===== src/rtl/alu_pkg.sv =====
// Shared definitions for the registered 4-bit ALU: opcode encodings and the
// compare-flag derivation from the subtractor result.
package alu_pkg;

    typedef logic [1:0] opcode_t;

    localparam opcode_t OP_ADD = 2'b00;
    localparam opcode_t OP_SUB = 2'b01;
    localparam opcode_t OP_CMP = 2'b10;
    localparam opcode_t OP_AND = 2'b11;

    // Flags are returned as {agb, aeb, alb}. The carry comes from A + ~B + 1,
    // so it is 1 exactly when A >= B.
    function automatic logic [2:0] cmp_flags(input logic [3:0] diff, input logic carry);
        logic aeb;
        aeb = (diff == 4'b0000);
        return {carry & ~aeb, aeb, ~carry};
    endfunction

endpackage


===== src/rtl/rca4.sv =====
// 4-bit ripple-carry adder.
// It is built from four full-adder bit slices.
module rca4 (
    input  logic [3:0] a,
    input  logic [3:0] b,
    input  logic       cin,
    output logic [3:0] sum,
    output logic       cout
);

    logic [4:0] carry;

    assign carry[0] = cin;

    for (genvar i = 0; i < 4; i++) begin : g_fa
        assign sum[i]       = a[i] ^ b[i] ^ carry[i];
        assign carry[i + 1] = (a[i] & b[i]) | (carry[i] & (a[i] ^ b[i]));
    end

    assign cout = carry[4];

endmodule


===== src/rtl/four_bit_alu.sv =====
// Registered 4-bit unsigned ALU. The opcode selects which output group loads
// on each clock edge. Groups that are not selected hold their last value.
module four_bit_alu
    import alu_pkg::*;
(
    input  logic       clk,
    input  logic       rst,
    input  logic [1:0] S,
    input  logic [3:0] A,
    input  logic [3:0] B,
    output logic [3:0] Y_add,
    output logic       carry_add,
    output logic [3:0] Y_sub,
    output logic       carry_sub,
    output logic [3:0] Y_and,
    output logic       AGB,
    output logic       AEB,
    output logic       ALB
);

    logic [3:0] adder_b;
    logic       adder_cin;
    logic [3:0] adder_sum;
    logic       adder_cout;
    logic [2:0] flags;
    logic [3:0] and_val;

    // Subtract and compare both use A + ~B + 1. Only add uses B directly.
    assign adder_b   = (S == OP_ADD) ? B : ~B;
    assign adder_cin = (S != OP_ADD);

    rca4 u_rca4 (
        .a    (A),
        .b    (adder_b),
        .cin  (adder_cin),
        .sum  (adder_sum),
        .cout (adder_cout)
    );

    assign flags   = cmp_flags(adder_sum, adder_cout);
    assign and_val = A & B;

    always_ff @(posedge clk) begin
        if (rst) begin
            Y_add     <= 4'b0000;
            carry_add <= 1'b0;
            Y_sub     <= 4'b0000;
            carry_sub <= 1'b0;
            Y_and     <= 4'b0000;
            AGB       <= 1'b0;
            AEB       <= 1'b0;
            ALB       <= 1'b0;
        end else begin
            case (S)
                OP_ADD:  {carry_add, Y_add} <= {adder_cout, adder_sum};
                OP_SUB:  {carry_sub, Y_sub} <= {adder_cout, adder_sum};
                OP_CMP:  {AGB, AEB, ALB}    <= flags;
                default: Y_and              <= and_val;
            endcase
        end
    end

endmodule


===== config.mk =====
export PLATFORM = sky130hd
export DESIGN_NAME = four_bit_alu
export DESIGN_NICKNAME = d
export VERILOG_FILES = /design/src/rtl/alu_pkg.sv /design/src/rtl/rca4.sv /design/src/rtl/four_bit_alu.sv
export SDC_FILE = /design/constraint.sdc
export NUM_CORES = 1
export LEC_CHECK = 0
export BUFFER_PORTS_ARGS = -buffer_cell sky130_fd_sc_hd__buf_4
export CAP_MARGIN = 0
export CELL_PAD_IN_SITES_DETAIL_PLACEMENT = 1
export CELL_PAD_IN_SITES_GLOBAL_PLACEMENT = 1
export CORE_MARGIN = 5
export CORE_UTILIZATION = 37
export DETAILED_ROUTE_END_ITERATION = 6
export PLACE_DENSITY = 0.79
export SLEW_MARGIN = 15
export SYNTH_ARGS = -nofsm -noshare
export SYNTH_HDL_FRONTEND = slang
export SYNTH_SLANG_ARGS = --single-unit
export TNS_END_PERCENT = 20

===== constraint.sdc =====
create_clock -name clk -period 7.4 [get_ports clk]
set_input_delay 1.11 -clock clk [delete_from_list [all_inputs] [get_ports clk]]
set_output_delay 1.11 -clock clk [all_outputs]
set_load 0.02 [all_outputs]

Yosys cells after proc, flatten, opt, wreduce, memory -nomap -nowiden
Cells that the tools add are included.
Operators by class
  equal/unequal tests: 2
  multiplexer cells: 1
  bitwise logic cells: 25
  reduce and logical (&&, ||, !) cells: 4
Operators with widths (count)
  $and A1 B1 Y1: 9
  $xor A1 B1 Y1: 8
  $and A4 B4 Y4: 1
  $logic_not A4 Y1: 1
  $mux W4: 1
  $not A4 Y4: 1
  $or A1 B1 Y1: 4
  $reduce_or A3 Y1: 1
  $eq A2 B1 Y1 const B: 1
  $eq A2 B2 Y1 const B: 1
  $logic_not A2 Y1: 1
  $not A1 Y1: 2
  $reduce_bool A2 Y1: 1
Storage, ports and cells
  bits in registers: 17
  input port bits: 12
  logic and storage cells: 40

Longest topological paths before layout
  word-level depth: 13
  depth in mapped cells: 12
  depth with buffers taken out: 10

Hierarchy
Synthesis repeated with hierarchy kept, for this count alone.
Second synthesis, totals
  cell total of the unflattened synthesis: 90
  area total of the unflattened synthesis: 848.3 sq um
By module, submodules not included
  four_bit_alu: times used 1, cells an instance 76, area each 730.7 sq um, sequential area each 340.3 sq um
  rca4: times used 1, cells an instance 14, area each 117.6 sq um, sequential area each 0.0 sq um

Worst setup path before layout
OpenSTA, ideal clock, no wires.
  kind: input to register
  start: input port S[1]
  end: register AGB
  library setup time: 132 ps
  data arrival time: 3525 ps
  required time: 7268 ps
  path slack: 3743 ps
  cell stages on the path: 12
  path through: buf_6 -> or2_1 -> buf_6 -> mux2_2 -> fa_1 -> inv_1 -> fa_1 -> inv_1 -> fa_1 -> or4b_1 -> nand3_1 -> a21oi_1
Between the ends
  cells in the longest elaborated chain, start to end: 13
Ends and longest elaborated chain
  start: declaration: RTL line four_bit_alu.sv:8  | input logic [1:0] S,
  $logic_not A2 Y1: RTL line four_bit_alu.sv:29  | assign adder_b = (S == OP_ADD) ? B : ~B;
  $mux W4: RTL line four_bit_alu.sv:29
  $xor A1 B1 Y1: RTL line rca4.sv:17  | assign carry[i + 1] = (a[i] & b[i]) | (carry[i] & (a[i] ^ b[i]));
  $and A1 B1 Y1: RTL line rca4.sv:17
  $or A1 B1 Y1: RTL line rca4.sv:17
  $and A1 B1 Y1: RTL line rca4.sv:17
  $or A1 B1 Y1: RTL line rca4.sv:17
  $and A1 B1 Y1: RTL line rca4.sv:17
  $or A1 B1 Y1: RTL line rca4.sv:17
  $xor A1 B1 Y1 (*): RTL line rca4.sv:16  | assign sum[i] = a[i] ^ b[i] ^ carry[i];
  via adder_sum[3]: RTL line four_bit_alu.sv:23  | logic [3:0] adder_sum;
  $logic_not A4 Y1 (*): RTL line alu_pkg.sv:16  | aeb = (diff == 4'b0000);
  $not A1 Y1 (*): RTL line alu_pkg.sv:17  | return {carry & ~aeb, aeb, ~carry};
  $and A1 B1 Y1 (*): RTL line alu_pkg.sv:17
  end signal: assignment: RTL line four_bit_alu.sv:57  | OP_CMP: {AGB, AEB, ALB} <= flags;
  end: declaration: RTL line four_bit_alu.sv:16  | output logic AGB,
The timed path passes the listed nets; every way through them passes the cells marked *.
A chain may end at the register's enable or synchronous reset.

Worst setup path after layout
Ends and elaborated chain as after synthesis.

==> out/qor.txt <==
Slowest stage delay, CP - 0.51 ns
Hold Fails Final Rpt - 0
Status - finished, final reports clean
Layout cells sized above 1 - 32.4%
Synth cell types - 22
DRT Wirelength - 1880 um
Main combinational cell family by area after synthesis - simple AND/OR/NAND/NOR gates
Async set or reset register ratio after synthesis - 0%
Max-cap viol count - 0
Sw Share - 30.0%
P_leak - 0.000455 uW
Hold buffers post-CTS - 0
Root Buffer - clkbuf_4
Post-Synth Simple-Gate Area - 21.8%
Clock sink total - 17
DIE HEIGHT - 56.5 um
Router iterations before antenna repair - 4
Internal - 140 uW
Seq/Total Area, Yosys - 42.6%
Die Area - 0.00319 mm2
CTS tree - yes
Nets@finish - 128
VDD IR max - 93.4 uV
Warning count from the yosys run - 0
Core Area - 0.00200 mm2
Min-delay worst type - reg2reg
Final setup margin - 3.91 ns
Setup tns final - 0 ns
Vias per cell - 4.93
P_sw - 60.1 uW
Postcts setup bufs - 0
Pwr dens - 197 mW/mm2
Max H-tree Level - 1
Worst Tran Pin Value - 0.362 ns
Diode count - 0
Worst Path Buf+Inv - 3
Worst-path maximum fanout - 9
Synth top area cells - dfxtp_1, fa_1, nand2_1, a21oi_1, buf_6
PortBufs - 28
Area delta synth->final - 27.4%
Post-synth top cells - dfxtp_1, nand2_1, a21oi_1
Worst path cell trace - buf_4 -> or2_1 -> mux2_2 -> fa_1 -> inv_1 -> fa_1 -> inv_1 -> fa_1 -> or4b_1 -> nand3_1 -> a21oi_1
Clk_lat worst skew - 0.29 ns
Vias post-DR - 680
Worst Skew - 0 ns
Global-route wire length before repair - 3260 um
Top_reg_cell synth - dfxtp_1
Max-slew violations - 0
Syn Inst Count - 85
Synth Area in XOR/XNOR - 3.29%
Final hold slack - 0.462 ns
Top-area cell type share of the netlist area - 42.6%
Initial core utilization - 39.9%
DRC marker count from the first detailed-route iteration - 3
Initial antenna violation count - 0
Clock power share - 24.7%
I/O Pins - 29
Clock Path Buffers - 2
Critical path's top delay family - adder cells
Final setup viols - 0
Synth Area in Compound Gates - 8.92%
DPL Wire Length - 1570 um
Startpoint type of the worst setup path - input port
# rows - 16
Post-synthesis mux area share - 6.42%
Total GRT Usage - 13.0%
Die W - 56.5 um
CTS resizes - 0
Most used cell along the critical path - fa_1
ANT nets after route - 0
CP endpoint kind - flip-flop
Yosys reg bits - 17
GR Overflow Total - 0
TritonCTS buffer count - 3
Combinational power share - 25.4%
DP Worst Slack - 3.58 ns
CP required - 7.59 ns
Adder-cell share of the synthesized area - 9.08%
Top-count cell post-synth - dfxtp_1
Largest net degree at the start of global routing - 19
Synth Area per Inst - 9.41 um2
Fmax - 287 MHz
Number of global-route vias before repair - 730
Largest area contributor in the netlist - dfxtp_1
CP max-delay cell - or4b_1
Crit path time final - 3.49 ns
Post-synth net total - 101
CTS clk-pin slew, worst paths - 0.10 ns
Drt wl/cell - 13.6 um
CP Class - in2reg
Final period util - 47.2%
Arr. time, crit path - 3.68 ns
Unrepaired setup endpoints after global routing - no
GP Congestion - 0.812
Remaining routing DRC violations - 0
EDFF count, synth - 0
Max transition margin - 75.8%
Syn Std Cell Area - 800 um2
Part of the power in registers - 49.9%
==> worst paths after layout <==
check / start / slack [ns] / depth (start not counted) / to
setup / recovery: S[1] / 3.91 / 11 / AGB
hold / removal: Y_sub[2] / 0.46 / 2 / Y_sub[2]
hold reg to reg: Y_sub[2] / 0.46 / 2 / Y_sub[2]
setup reg to reg: Y_add[2] / 6.70 / 2 / Y_add[2]
==> power by group through the flow <==
stage / registers [uW] / logic [uW] / clock network [uW]
3_5_place_dp: 102 / 51.6 / 0
5_1_grt: 101 / 56.5 / 56.9
6_report: 100 / 50.9 / 49.6
4_1_cts: 100 / 51.9 / 52.2
3_3_place_gp: 102 / 50.1 / 0
2_1_floorplan: 109 / 25.6 / 0
==> state kept, by name (all words and copies together) (netlist names) <==
name,count
carry_add,1
Y_sub,4
ALB,1
Y_add,4
carry_sub,1
AGB,1
Y_and,4
AEB,1
==> logic make-up after synthesis <==
kind of cell | count (synthesis)
AND/OR/NAND/NOR | 34
flip-flops | 17
AO/OA/AOI/OAI | 13
buffers and inverters | 9
multiplexers | 5
adder cells (fa/ha/maj) | 4
XOR/XNOR | 3
==> cell usage in the layout (no fill, tap or decap), types with 3 or more instances in the layout <==
cell type / instances
inv_1: 3
nand2b_1: 3
clkbuf_4: 3
xnor2_1: 3
fa_1: 3
mux2i_1: 4
nand2_1: 14
buf_4: 28
nand4_1: 3
a21oi_1: 10
nor2_1: 6
dfxtp_1: 17
==> per-stage QoR <==
stage	std cells	cell area [um2]	total power [uW]	utilization (%)
3_3_place_gp	134	991	152	49.5
3_5_place_dp	134	991	154	49.5
5_1_grt	138	1020	214	50.9
6_report	138	1020	201	50.9
2_1_floorplan	85	800	135	-
4_1_cts	138	1020	204	50.9
==> worst min-delay path, cell delays in order, from the launching register on <==
cell and delay (ns):
dfxtp_1 0.32, nand2_1 0.05, a21oi_1 0.05
==> area by class of cell <==
class / count / area, um2
fill: 256 / 983
inverter: 3 / 11.3
tap: 27 / 33.8
clock buffer: 3 / 22.5
sequential: 17 / 340
multi-input combinational: 59 / 395
timing repair buffer: 28 / 210
clock inverter: 1 / 5.00
==> metal layers <==
| metal | global-route usage, % | vias to the layer above | share of wire (%) |
|---|---|---|---|
| met5 | 0 | - | 0 |
| met4 | 5.08 | 0 | 1.1 |
| met3 | 3.90 | 4 | 5.5 |
| met2 | 21.9 | 20 | 48 |
| met1 | 15.3 | 323 | 45 |
| li1 | - | 333 | - |
Power figures use the tool's default switching activity.
